$ cat config.mk
export PLATFORM = sky130hd
export DESIGN_NAME = pipeline_sequencer
export DESIGN_NICKNAME = d
export VERILOG_FILES = /design/src/rtl/pipeline_sequencer.sv
export SDC_FILE = /design/constraint.sdc
export NUM_CORES = 1
export LEC_CHECK = 0
export ABC_CLOCK_PERIOD_IN_PS = 3300
export CAP_MARGIN = 5
export CORE_MARGIN = 2
export CORE_UTILIZATION = 35
export DETAILED_ROUTE_END_ITERATION = 10
export HOLD_SLACK_MARGIN = 0.12
export SLEW_MARGIN = 20
export SYNTH_ARGS = -nofsm -noshare
export SYNTH_HDL_FRONTEND = slang
export SYNTH_SLANG_ARGS = --single-unit
export TNS_END_PERCENT = 100
$ cat constraint.sdc
create_clock -name clk -period 3.3 [get_ports clk]
set_input_delay 0.495 -clock clk [delete_from_list [all_inputs] [get_ports clk]]
set_output_delay 0.495 -clock clk [all_outputs]
set_load 0.03 [all_outputs]
$ cat src/rtl/pipeline_sequencer.sv
// -----------------------------------------------------------------------------
// pipeline_sequencer
//
// Keeps the three-deep command history that feeds the instruction decoder.
// Fetched commands shift in through cmd_0 -> cmd_1 -> cmd_2. A NOP bubble is
// shifted in instead when there is a load-use hazard or no valid fetch.
// A taken branch squashes wrong-path commands and is followed by a fixed
// number of flush bubbles. An accepted HLT drains until it sits in cmd_2,
// and the block then parks in HALT.
//
// Ports:
//   clk, rst        clock and synchronous active-high reset
//   start           leave IDLE or HALT and begin issuing
//   fetched_cmd     command from instruction memory
//   fetch_valid     fetched_cmd is valid this cycle
//   branch_taken    command in cmd_1 resolved as a taken branch
//   cmd_0/1/2       current, one-before and two-before command
//   pc_en           PC advances this cycle (combinational)
//   halted          HLT has reached cmd_2
//   state           IDLE=0 RUN=1 FLUSH=2 DRAIN=3 HALT=4
//   issue_count     saturating count of non-bubble commands accepted
// -----------------------------------------------------------------------------
module pipeline_sequencer #(
    parameter logic [15:0] NOP_CMD      = 16'hBF00,
    parameter logic [3:0]  HLT_FUNC     = 4'b1111,
    parameter int          FLUSH_CYCLES = 2
) (
    input  logic        clk,
    input  logic        rst,
    input  logic        start,
    input  logic [15:0] fetched_cmd,
    input  logic        fetch_valid,
    input  logic        branch_taken,
    output logic [15:0] cmd_0,
    output logic [15:0] cmd_1,
    output logic [15:0] cmd_2,
    output logic        pc_en,
    output logic        halted,
    output logic [2:0]  state,
    output logic [15:0] issue_count
);

    typedef enum logic [2:0] {
        ST_IDLE  = 3'd0,
        ST_RUN   = 3'd1,
        ST_FLUSH = 3'd2,
        ST_DRAIN = 3'd3,
        ST_HALT  = 3'd4
    } state_t;

    // Counter value loaded on a taken branch; FLUSH exits once it reaches 0.
    localparam logic [2:0] FLUSH_LOAD = 3'(FLUSH_CYCLES - 1);
    // HLT needs two more shifts to travel from cmd_0 to cmd_2.
    localparam logic [2:0] DRAIN_LOAD = 3'd2;

    function automatic logic is_hlt(input logic [15:0] cmd);
        return (cmd[15:14] == 2'b11) && (cmd[7:4] == HLT_FUNC);
    endfunction

    // A load in cmd_0 whose destination is read by the incoming ALU/store
    // class command must let the load complete first.
    function automatic logic load_use(input logic [15:0] ld_cmd,
                                      input logic [15:0] nxt_cmd,
                                      input logic        nxt_valid);
        logic ld_s;
        logic reader_s;
        logic match_s;
        ld_s     = (ld_cmd[15:14] == 2'b00);
        reader_s = (nxt_cmd[15:14] == 2'b11) || (nxt_cmd[15:14] == 2'b01);
        match_s  = (nxt_cmd[10:8] == ld_cmd[13:11]) ||
                   (nxt_cmd[13:11] == ld_cmd[13:11]);
        return ld_s && nxt_valid && reader_s && match_s;
    endfunction

    state_t      state_r, state_s;
    logic [15:0] cmd0_r, cmd0_s;
    logic [15:0] cmd1_r, cmd1_s;
    logic [15:0] cmd2_r, cmd2_s;
    logic [2:0]  cnt_r, cnt_s;
    logic        halted_r, halted_s;
    logic [15:0] issue_r, issue_s;
    logic        pc_en_s;
    logic        hazard_s;

    // Next-state, next-history and PC enable decode.
    always_comb begin
        state_s  = state_r;
        cmd0_s   = cmd0_r;
        cmd1_s   = cmd1_r;
        cmd2_s   = cmd2_r;
        cnt_s    = cnt_r;
        halted_s = halted_r;
        issue_s  = issue_r;
        pc_en_s  = 1'b0;
        hazard_s = load_use(cmd0_r, fetched_cmd, fetch_valid);

        case (state_r)
            ST_IDLE: begin
                if (start) begin
                    state_s = ST_RUN;
                end else begin
                    state_s = ST_IDLE;
                end
            end
            ST_RUN: begin
                if (branch_taken) begin
                    // The branch itself stays in the history; the two younger
                    // wrong-path slots are squashed.
                    cmd2_s  = cmd1_r;
                    cmd1_s  = NOP_CMD;
                    cmd0_s  = NOP_CMD;
                    cnt_s   = FLUSH_LOAD;
                    state_s = ST_FLUSH;
                end else if (hazard_s || !fetch_valid) begin
                    cmd2_s = cmd1_r;
                    cmd1_s = cmd0_r;
                    cmd0_s = NOP_CMD;
                end else begin
                    cmd2_s  = cmd1_r;
                    cmd1_s  = cmd0_r;
                    cmd0_s  = fetched_cmd;
                    pc_en_s = 1'b1;
                    if (issue_r != 16'hFFFF) begin
                        issue_s = issue_r + 16'd1;
                    end else begin
                        issue_s = issue_r;
                    end
                    if (is_hlt(fetched_cmd)) begin
                        cnt_s   = DRAIN_LOAD;
                        state_s = ST_DRAIN;
                    end else begin
                        state_s = ST_RUN;
                    end
                end
            end
            ST_FLUSH: begin
                cmd2_s = cmd1_r;
                cmd1_s = cmd0_r;
                cmd0_s = NOP_CMD;
                if (cnt_r == 3'd0) begin
                    state_s = ST_RUN;
                end else begin
                    cnt_s = cnt_r - 3'd1;
                end
            end
            ST_DRAIN: begin
                if (branch_taken) begin
                    cmd2_s  = cmd1_r;
                    cmd1_s  = NOP_CMD;
                    cmd0_s  = NOP_CMD;
                    cnt_s   = FLUSH_LOAD;
                    state_s = ST_FLUSH;
                end else begin
                    cmd2_s = cmd1_r;
                    cmd1_s = cmd0_r;
                    cmd0_s = NOP_CMD;
                    cnt_s  = cnt_r - 3'd1;
                    // Last drain shift puts HLT into cmd_2.
                    if (cnt_r <= 3'd1) begin
                        cnt_s    = 3'd0;
                        halted_s = 1'b1;
                        state_s  = ST_HALT;
                    end else begin
                        state_s = ST_DRAIN;
                    end
                end
            end
            ST_HALT: begin
                if (start) begin
                    cmd0_s   = NOP_CMD;
                    cmd1_s   = NOP_CMD;
                    cmd2_s   = NOP_CMD;
                    halted_s = 1'b0;
                    state_s  = ST_RUN;
                end else begin
                    state_s = ST_HALT;
                end
            end
            default: begin
                // Unreachable encodings recover to a clean idle pipe.
                cmd0_s   = NOP_CMD;
                cmd1_s   = NOP_CMD;
                cmd2_s   = NOP_CMD;
                cnt_s    = 3'd0;
                halted_s = 1'b0;
                state_s  = ST_IDLE;
            end
        endcase
    end

    // State and history registers with synchronous reset.
    always_ff @(posedge clk) begin
        if (rst) begin
            state_r  <= ST_IDLE;
            cmd0_r   <= NOP_CMD;
            cmd1_r   <= NOP_CMD;
            cmd2_r   <= NOP_CMD;
            cnt_r    <= 3'd0;
            halted_r <= 1'b0;
            issue_r  <= 16'd0;
        end else begin
            state_r  <= state_s;
            cmd0_r   <= cmd0_s;
            cmd1_r   <= cmd1_s;
            cmd2_r   <= cmd2_s;
            cnt_r    <= cnt_s;
            halted_r <= halted_s;
            issue_r  <= issue_s;
        end
    end

    assign cmd_0       = cmd0_r;
    assign cmd_1       = cmd1_r;
    assign cmd_2       = cmd2_r;
    assign pc_en       = pc_en_s;
    assign halted      = halted_r;
    assign state       = state_r;
    assign issue_count = issue_r;

endmodule
==> impl_results.md, run 1 <==
- Result of the run: finished, final reports clean
- Non-filler instance count after layout: 554
- Worst voltage drop across the vdd grid: between 200 and 250 uV
- FF+latch count, synth: 71
- Synthesized instance count: about 350
- Standard-cell rows: 34
- Async set or reset register ratio after synthesis: 0%
- Core ar.: ~8700 sq um
- Leading post-synthesis cells by cell area: sky130_fd_sc_hd__dfxtp_1 (46%), sky130_fd_sc_hd__a22oi_1 (6.5%), sky130_fd_sc_hd__nand2b_1 (4.6%)
- Worst-case clock skew: slightly below 0.008 ns
- Leakage power: 1.46 nW
- Avg WL per Cell: between 15 and 20 microns
- Quantity of I/O buffers inserted on ports: 89
- Initial core utilization: around 36%
- Die width: 98.3 microns
- Antenna fix cells: 0
- Register-to-register path setup slack: roughly 0.65 ns
- Overall fraction of global-route tracks in use: roughly 17%
- Critical Path Source Type: primary input
- Max-slew headroom at the worst pin: 45.4%
- Peak fanout along the critical path: 19
- Count of final setup violators: 0
- Critical Path Source: fetched_cmd[14]
- Capturing element of the worst setup path: pc_en
- Most common cell after layout, fill and taps aside: sky130_fd_sc_hd__clkdlybuf4s50_1
- Post-synth design cell area: a little over 3000 sq um
- Maximum clock frequency: roughly 0.33 GHz
- RePlAce Congestion: between 0.8 and 0.9
- Detailed-routing iteration count for the pre-antenna-repair pass: 4
- Class of the tightest hold or removal check: flip-flop to flip-flop
- Power density cells: between 400 and 500 nW/um^2
- Drt initial violations: between 100 and 150
- Number of global-route vias before repair: ~2800
- # placed instances: around 540
- Reg-to-Reg Start: state[1]$_SDFFE_PP0P_
- Final worst-path cycle share: about nine tenths
- Die outline area: between 9000 and 10000 sq um
- DPL Wire Length: between 5 and 6 mm
- Count of unresolved DRC violations after routing: 0
- Number of H-tree levels: 3
- Via count: 3046
- Clock root cell: sky130_fd_sc_hd__clkbuf_8
- First-pass GRT wire length: roughly 14 mm
- Final critical path time including I/O delays and setup: ~3 ns
- Reg-to-Reg End: issue_count[9]$_SDFFE_PP0P_
- Clock tree sinks: just over 70
- Yosys synthesis warning count: 0
- Final core utilization: between 50% and 60%
- P&R area growth vs syn: 40.4%
- Number of buffers and inverters on the critical path: 3
- Post-CTS Hold Buffers: 0
- Total Nets Final: around 470
- Fraction of layout cells with a size suffix above 1: between 8 and 9%
- Syn Nets: about 380
- Total wire length: 8.64 mm
- CTS tree: built
- Arrival time at the worst endpoint: ~2.5 ns
- Inserted Clock Buffers: 9
- Via density per instance: about 5.5
- Post-route antenna net violation count: 0
- Die height: just under 100 microns
- Number of distinct standard cells referenced by the synthesized netlist: 42
- Antenna violations before repair: 0
- Setup TNS: 0 ns
- Maximum root-to-sink buffer count: 2
- Filler Cell Count: just over 800
- Post-placement cell area: about 4100 sq um
- Crit Path Category: primary input to primary output
- Cell area after layout: 4370 sq um
- Average cell area after synthesis: between 8 and 9 sq um
- Share of Yosys cell area claimed by the top area cell type: between 40% and 50%
- Maximum cell stage delay along the critical path: about 0.50 ns
- Number of gates on the worst path with buffers counted: 6
- Highest-count cells in the layout ignoring fill and taps: sky130_fd_sc_hd__clkdlybuf4s50_1 (87), sky130_fd_sc_hd__dfxtp_1 (71), sky130_fd_sc_hd__nor2_1 (35), sky130_fd_sc_hd__a22oi_1 (27), sky130_fd_sc_hd__a21oi_1 (26)
- Critical path's top delay family: simple AND/OR/NAND/NOR gates
- Clock insertion delay at the later pin of the skew report: around 0.35 ns
- Crit path required time: between 2 and 3 ns
- Actual transition at the worst max-transition pin: slightly above 0.8 ns
- Number of ports placed on the die boundary: 90
- Depth of the worst register-to-register path: 4
- EDFF count, synth: 0
- Chain of cells forming the critical path: clkdlybuf4s50_1 -> or3b_2 -> nor4_2 -> or4_4 -> inv_1 -> buf_12
- Hold violation count in the final report: 0
- Setup repair after global routing missed its margin: no
- Remaining global-route overflow: 0
- Clk slew on worst S/H paths: around 0.08 ns
- Cell count of the worst hold path: 2
- Largest net degree at the start of global routing: 48
- Count of final max-slew check failures: 0
- Slowest stage cell on the critical path: sky130_fd_sc_hd__clkdlybuf4s50_1
- Max-capacitance violation count: 0
- Critical path endpoint category: primary output
- Library cell with the largest summed area after synthesis: sky130_fd_sc_hd__dfxtp_1
- Seq/Total Area, Yosys: a little under half
- Commonest register cell after synthesis: sky130_fd_sc_hd__dfxtp_1
per-layer routing:
metal  vias up  part of all wire (%)  global-route usage (%)
met1      1426                    46                    23.5
li1       1500                     -                       -
met4         0                  0.96                    6.11
met5         -                     0                       0
met2       113                    45                    26.3
met3         7                   8.5                    5.73
report_power, final:
part | total, W | switching [W] | internal [W]
registers | 0.000876 | 0.0000109 | 0.000865
logic | 0.000199 | 0.000124 | 0.0000749
clock network | 0.000859 | 0.000339 | 0.000520
cell type report:
class	instances	area, sq um	area share (%)
tap	108	135	3.10
timing repair buffer	100	978	22.4
multi-input combinational	250	1550	35.5
inverter	10	37.5	0.860
clock inverter	5	106	2.44
sequential	71	1420	32.6
clock buffer	10	138	3.15
what timing repair did:
item	4_1_cts	5_1_grt
buffers inserted	0	0
endpoints found under the setup margin	0	1
resized for setup	0	1
cell usage after synthesis (7+ instances only):
library cell,number
sky130_fd_sc_hd__nor2_1,35
sky130_fd_sc_hd__o31ai_1,13
sky130_fd_sc_hd__o22ai_1,23
sky130_fd_sc_hd__clkbuf_1,18
sky130_fd_sc_hd__or4_1,14
sky130_fd_sc_hd__dfxtp_1,71
sky130_fd_sc_hd__inv_1,10
sky130_fd_sc_hd__nand2b_1,23
sky130_fd_sc_hd__nand3_1,7
sky130_fd_sc_hd__nand2_1,16
sky130_fd_sc_hd__nor3_1,8
sky130_fd_sc_hd__a22oi_1,27
sky130_fd_sc_hd__a21oi_1,26
flip-flops by register name, indices dropped and copies added, names as in the netlist:
register and flops:
issue_count 16, halted 1, cmd_0 16, cmd_1 16, state 3, cmd_2 16
cnt_r 3
cell families after synthesis:
logic type               after synthesis  share of synthesized area, %
AND/OR/NAND/NOR                      128                          22.4
AO/OA/AOI/OAI                        110                          23.3
flip-flops                            71                          45.7
buffers and inverters                 34                          4.95
XOR/XNOR                               6                          1.69
adder cells (fa/ha/maj)                4                          1.61
multiplexers                           1                         0.362
worst register-to-register path, stage by stage, from the launching register on:
cell and delay [ns]:
sky130_fd_sc_hd__dfxtp_1 0.45, sky130_fd_sc_hd__or3_1 0.48, sky130_fd_sc_hd__or4_2 0.91, sky130_fd_sc_hd__or4_1 0.58, sky130_fd_sc_hd__a21oi_1 0.16
how the worst min path moves through the flow:
stage | from | to | slack, ns
6_report | issue_count[6]$_SDFFE_PP0P_ | issue_count[6]$_SDFFE_PP0P_ | 0.50
5_1_grt | issue_count[6]$_SDFFE_PP0P_ | issue_count[6]$_SDFFE_PP0P_ | 0.54
4_1_cts | cmd_2[13]$_SDFFE_PP1P_ | cmd_2[13]$_SDFFE_PP1P_ | 0.50
3_5_place_dp | cmd_2[13]$_SDFFE_PP1P_ | cmd_2[13]$_SDFFE_PP1P_ | 0.48
3_3_place_gp | cmd_2[12]$_SDFFE_PP1P_ | cmd_2[12]$_SDFFE_PP1P_ | 0.48
2_1_floorplan | cnt_r[0]$_SDFFE_PP0P_ | cnt_r[0]$_SDFFE_PP0P_ | 0.50
per-stage QoR:
step | worst slack [ns] | hold WS (ns) | power [W]
detailed placement | 0.0968 | 0.481 | 0.00109
global placement | 0.220 | 0.479 | 0.00109
finish | 0.310 | 0.497 | 0.00193
floorplan | 0.766 | 0.499 | 0.00101
CTS | 0.0809 | 0.502 | 0.00195
global route | 0.147 | 0.538 | 0.00201
Note: power is estimated with default switching activity, not from simulation.
==> run 2, diff against run 1 <==
--- a/config.mk
+++ b/config.mk
@@ -10,6 +10,7 @@
 export CORE_MARGIN = 2
 export CORE_UTILIZATION = 35
 export DETAILED_ROUTE_END_ITERATION = 10
+export GPL_TIMING_DRIVEN = 0
 export HOLD_SLACK_MARGIN = 0.12
 export SLEW_MARGIN = 20
 export SYNTH_ARGS = -nofsm -noshare
==> run 2 against run 1 <==
Net effect: clock power shrank 23%; combinational power is 3% higher; hold slack got worse by 0.028 ns; highest routed layer unchanged.
==> impl_results.md, run 2 (same netlist as run 1, synthesis figures left out) <==
- Non-filler instance count after layout: roughly 570
- Number of global-route vias before repair: between 3000 and 4000
- Class of the tightest hold or removal check: primary input to flip-flop
- Count of final max-slew check failures: 0
- Maximum root-to-sink buffer count: 2
- Die outline area: between 9000 and 10000 sq um
- Number of H-tree levels: 3
- Post-route antenna net violation count: 0
- Hold Crit Endpoint: state[1]$_SDFFE_PP0P_
- Placement Setup Slack: -0.727 ns
- Worst voltage drop across the vdd grid: 227 uV
- Clk slew on worst S/H paths: roughly 0.08 ns
- # placed instances: approximately 550
- Overall fraction of global-route tracks in use: 18.5%
- Setup repair after global routing missed its margin: no
- Die width: 98.3 microns
- Final worst-path cycle share: a little over nine tenths
- RePlAce Congestion: approximately 0.84
- Clock insertion delay at the later pin of the skew report: ~0.34 ns
- Critical path endpoint category: primary output
- Initial core utilization: around 36%
- Result of the run: finished, final reports clean
- Hold violation count in the final report: 0
- Largest net degree at the start of global routing: 15
- Clock tree sinks: 71
- Final WS setup: around 0.16 ns
- Critical Path Source: fetched_cmd[14]
- Count of unresolved DRC violations after routing: 0
- Arrival time at the worst endpoint: 2.65 ns
- Max-capacitance violation count: 0
- Tightest hold margin: 0.469 ns
- Uppermost routed layer: met4
- Drt initial violations: between 100 and 150
- Number of ports placed on the die boundary: 90
- Met1 layer wirelength in the final routing: around 4 mm
- Remaining global-route overflow: 0
- Reg-to-Reg End: issue_count[1]$_SDFFE_PP0P_
- Via density per instance: around 5.5
- Crit Path Category: primary input to primary output
- Core ar.: ~8700 sq um
- Antenna violations before repair: 0
- Post-CTS Hold Buffers: 0
- Count of final setup violators: 0
- CTS tree: built
- Antenna fix cells: 0
- Register-to-register path setup slack: about 0.67 ns
- Fraction of layout cells with a size suffix above 1: under 10%
- Post-layout power: between 0.0015 and 0.002 W
- Max-slew headroom at the worst pin: between 30% and 40%
- Clock root cell: sky130_fd_sc_hd__clkbuf_8
- Leakage power: between 1 and 1.5 nW
- Filler Cell Count: 885
- Worst-case clock skew: 0.00971 ns
- Standard-cell rows: 34
- Met3 WL post-DR: around 640 microns
- Cell count of the worst hold path: 3
- Avg WL per Cell: roughly 16 microns
- Highest-count cells in the layout ignoring fill and taps: sky130_fd_sc_hd__clkdlybuf4s50_1 (86), sky130_fd_sc_hd__dfxtp_1 (71), sky130_fd_sc_hd__nor2_1 (35), sky130_fd_sc_hd__a22oi_1 (27), sky130_fd_sc_hd__a21oi_1 (26)
- Met2 WL post-DR: between 4 and 5 mm
- Crit path required time: approximately 2.8 ns
- Actual transition at the worst max-transition pin: 0.973 ns
- Depth of the worst register-to-register path: 7
- Reg-to-Reg Start: issue_count[0]$_SDFFE_PP0P_
- Post-placement cell area: slightly above 4000 sq um
- Final critical path time including I/O delays and setup: 3.14 ns
- P&R area growth vs syn: 39.4%
- Total wire length: ~9 mm
- Inserted Clock Buffers: 9
- Critical Path Source Type: primary input
- First-pass GRT wire length: 14.8 mm
- Cell area after layout: between 4000 and 5000 sq um
- Maximum clock frequency: 0.318 GHz
- Via count: slightly above 3000
- Peak fanout along the critical path: 10
- Most common cell after layout, fill and taps aside: sky130_fd_sc_hd__clkdlybuf4s50_1
- Startpoint of the most critical hold path: branch_taken
- Detailed-routing iteration count for the pre-antenna-repair pass: 5
- Die height: roughly 98 microns
- Power density cells: 401 nW/um^2
- Quantity of I/O buffers inserted on ports: a little under 90
- DPL Wire Length: around 6.4 mm
- Total Nets Final: 478
-- run 2: cell count changes in the layout (fill, tap and decap cells not counted), moves of 2 or more --
cell,previous run,this run
sky130_fd_sc_hd__clkbuf_1,0,18
sky130_fd_sc_hd__buf_4,11,1
sky130_fd_sc_hd__buf_6,0,3
sky130_fd_sc_hd__bufinv_16,3,0
sky130_fd_sc_hd__inv_6,0,3
sky130_fd_sc_hd__buf_2,1,3
sky130_fd_sc_hd__nor4_4,0,2
-- run 2: layout make-up --
class / count / area, sq um / area share, %
Multi-Input combinational cell: 249 / 1560 / 36.1
Sequential cell: 71 / 1420 / 32.8
Timing Repair Buffer: 88 / 873 / 20.1
Clock buffer: 10 / 138 / 3.17
Tap cell: 108 / 135 / 3.12
Buffer: 24 / 116 / 2.68
Clock inverter: 6 / 50.0 / 1.15
Inverter: 10 / 37.5 / 0.866
-- run 2: repair_timing --
| item | in CTS | in global routing |
|---|---|---|
| endpoints found under the setup margin | 1 | 1 |
| pin swaps | 2 | 1 |
| setup buffers | 0 | 1 |
| gates resized for setup | 5 | 2 |
-- run 2: through the flow --
step / utilization, % / TNS [ns]
4_1_cts: 49.9 / 0
6_report: 50.0 / 0
3_5_place_dp: 47.4 / -0.759
3_3_place_gp: 47.4 / -0.717
2_1_floorplan: - / 0
5_1_grt: 50.0 / 0
-- run 2: layer usage --
| metal | vias to the layer above | track usage (%) |
|---|---|---|
| li1 | 1508 | - |
| met1 | 1491 | 24.6 |
| met2 | 93 | 28.9 |
| met3 | 7 | 6.16 |
| met4 | 0 | 5.06 |
| met5 | - | 0 |
-- run 2: how the worst max path moves through the flow --
| stage | to | slack [ns] | cells past startpoint |
|---|---|---|---|
| after floorplan | pc_en | 0.77 | 7 |
| final | pc_en | 0.16 | 8 |
| after detailed placement | pc_en | -0.73 | 8 |
| after global routing | pc_en | 0.06 | 8 |
| after global placement | pc_en | -0.72 | 8 |
| after CTS | pc_en | 0.003 | 8 |
-- run 2: report_power, final --
part           total (W)  switching, W  internal [W]
registers       0.000875    0.00000997      0.000865
clock network   0.000659      0.000357      0.000303
logic           0.000205      0.000131     0.0000738
total            0.00174      0.000498       0.00124
-- run 2: critical path, cell delays in order --
cell and delay (ns):
sky130_fd_sc_hd__clkdlybuf4s50_1 0.50, sky130_fd_sc_hd__or3b_2 0.52, sky130_fd_sc_hd__nor4_4 0.33, sky130_fd_sc_hd__or4_4 0.20, sky130_fd_sc_hd__buf_6 0.14, sky130_fd_sc_hd__inv_1 0.06, sky130_fd_sc_hd__buf_2 0.19, sky130_fd_sc_hd__clkbuf_2 0.21
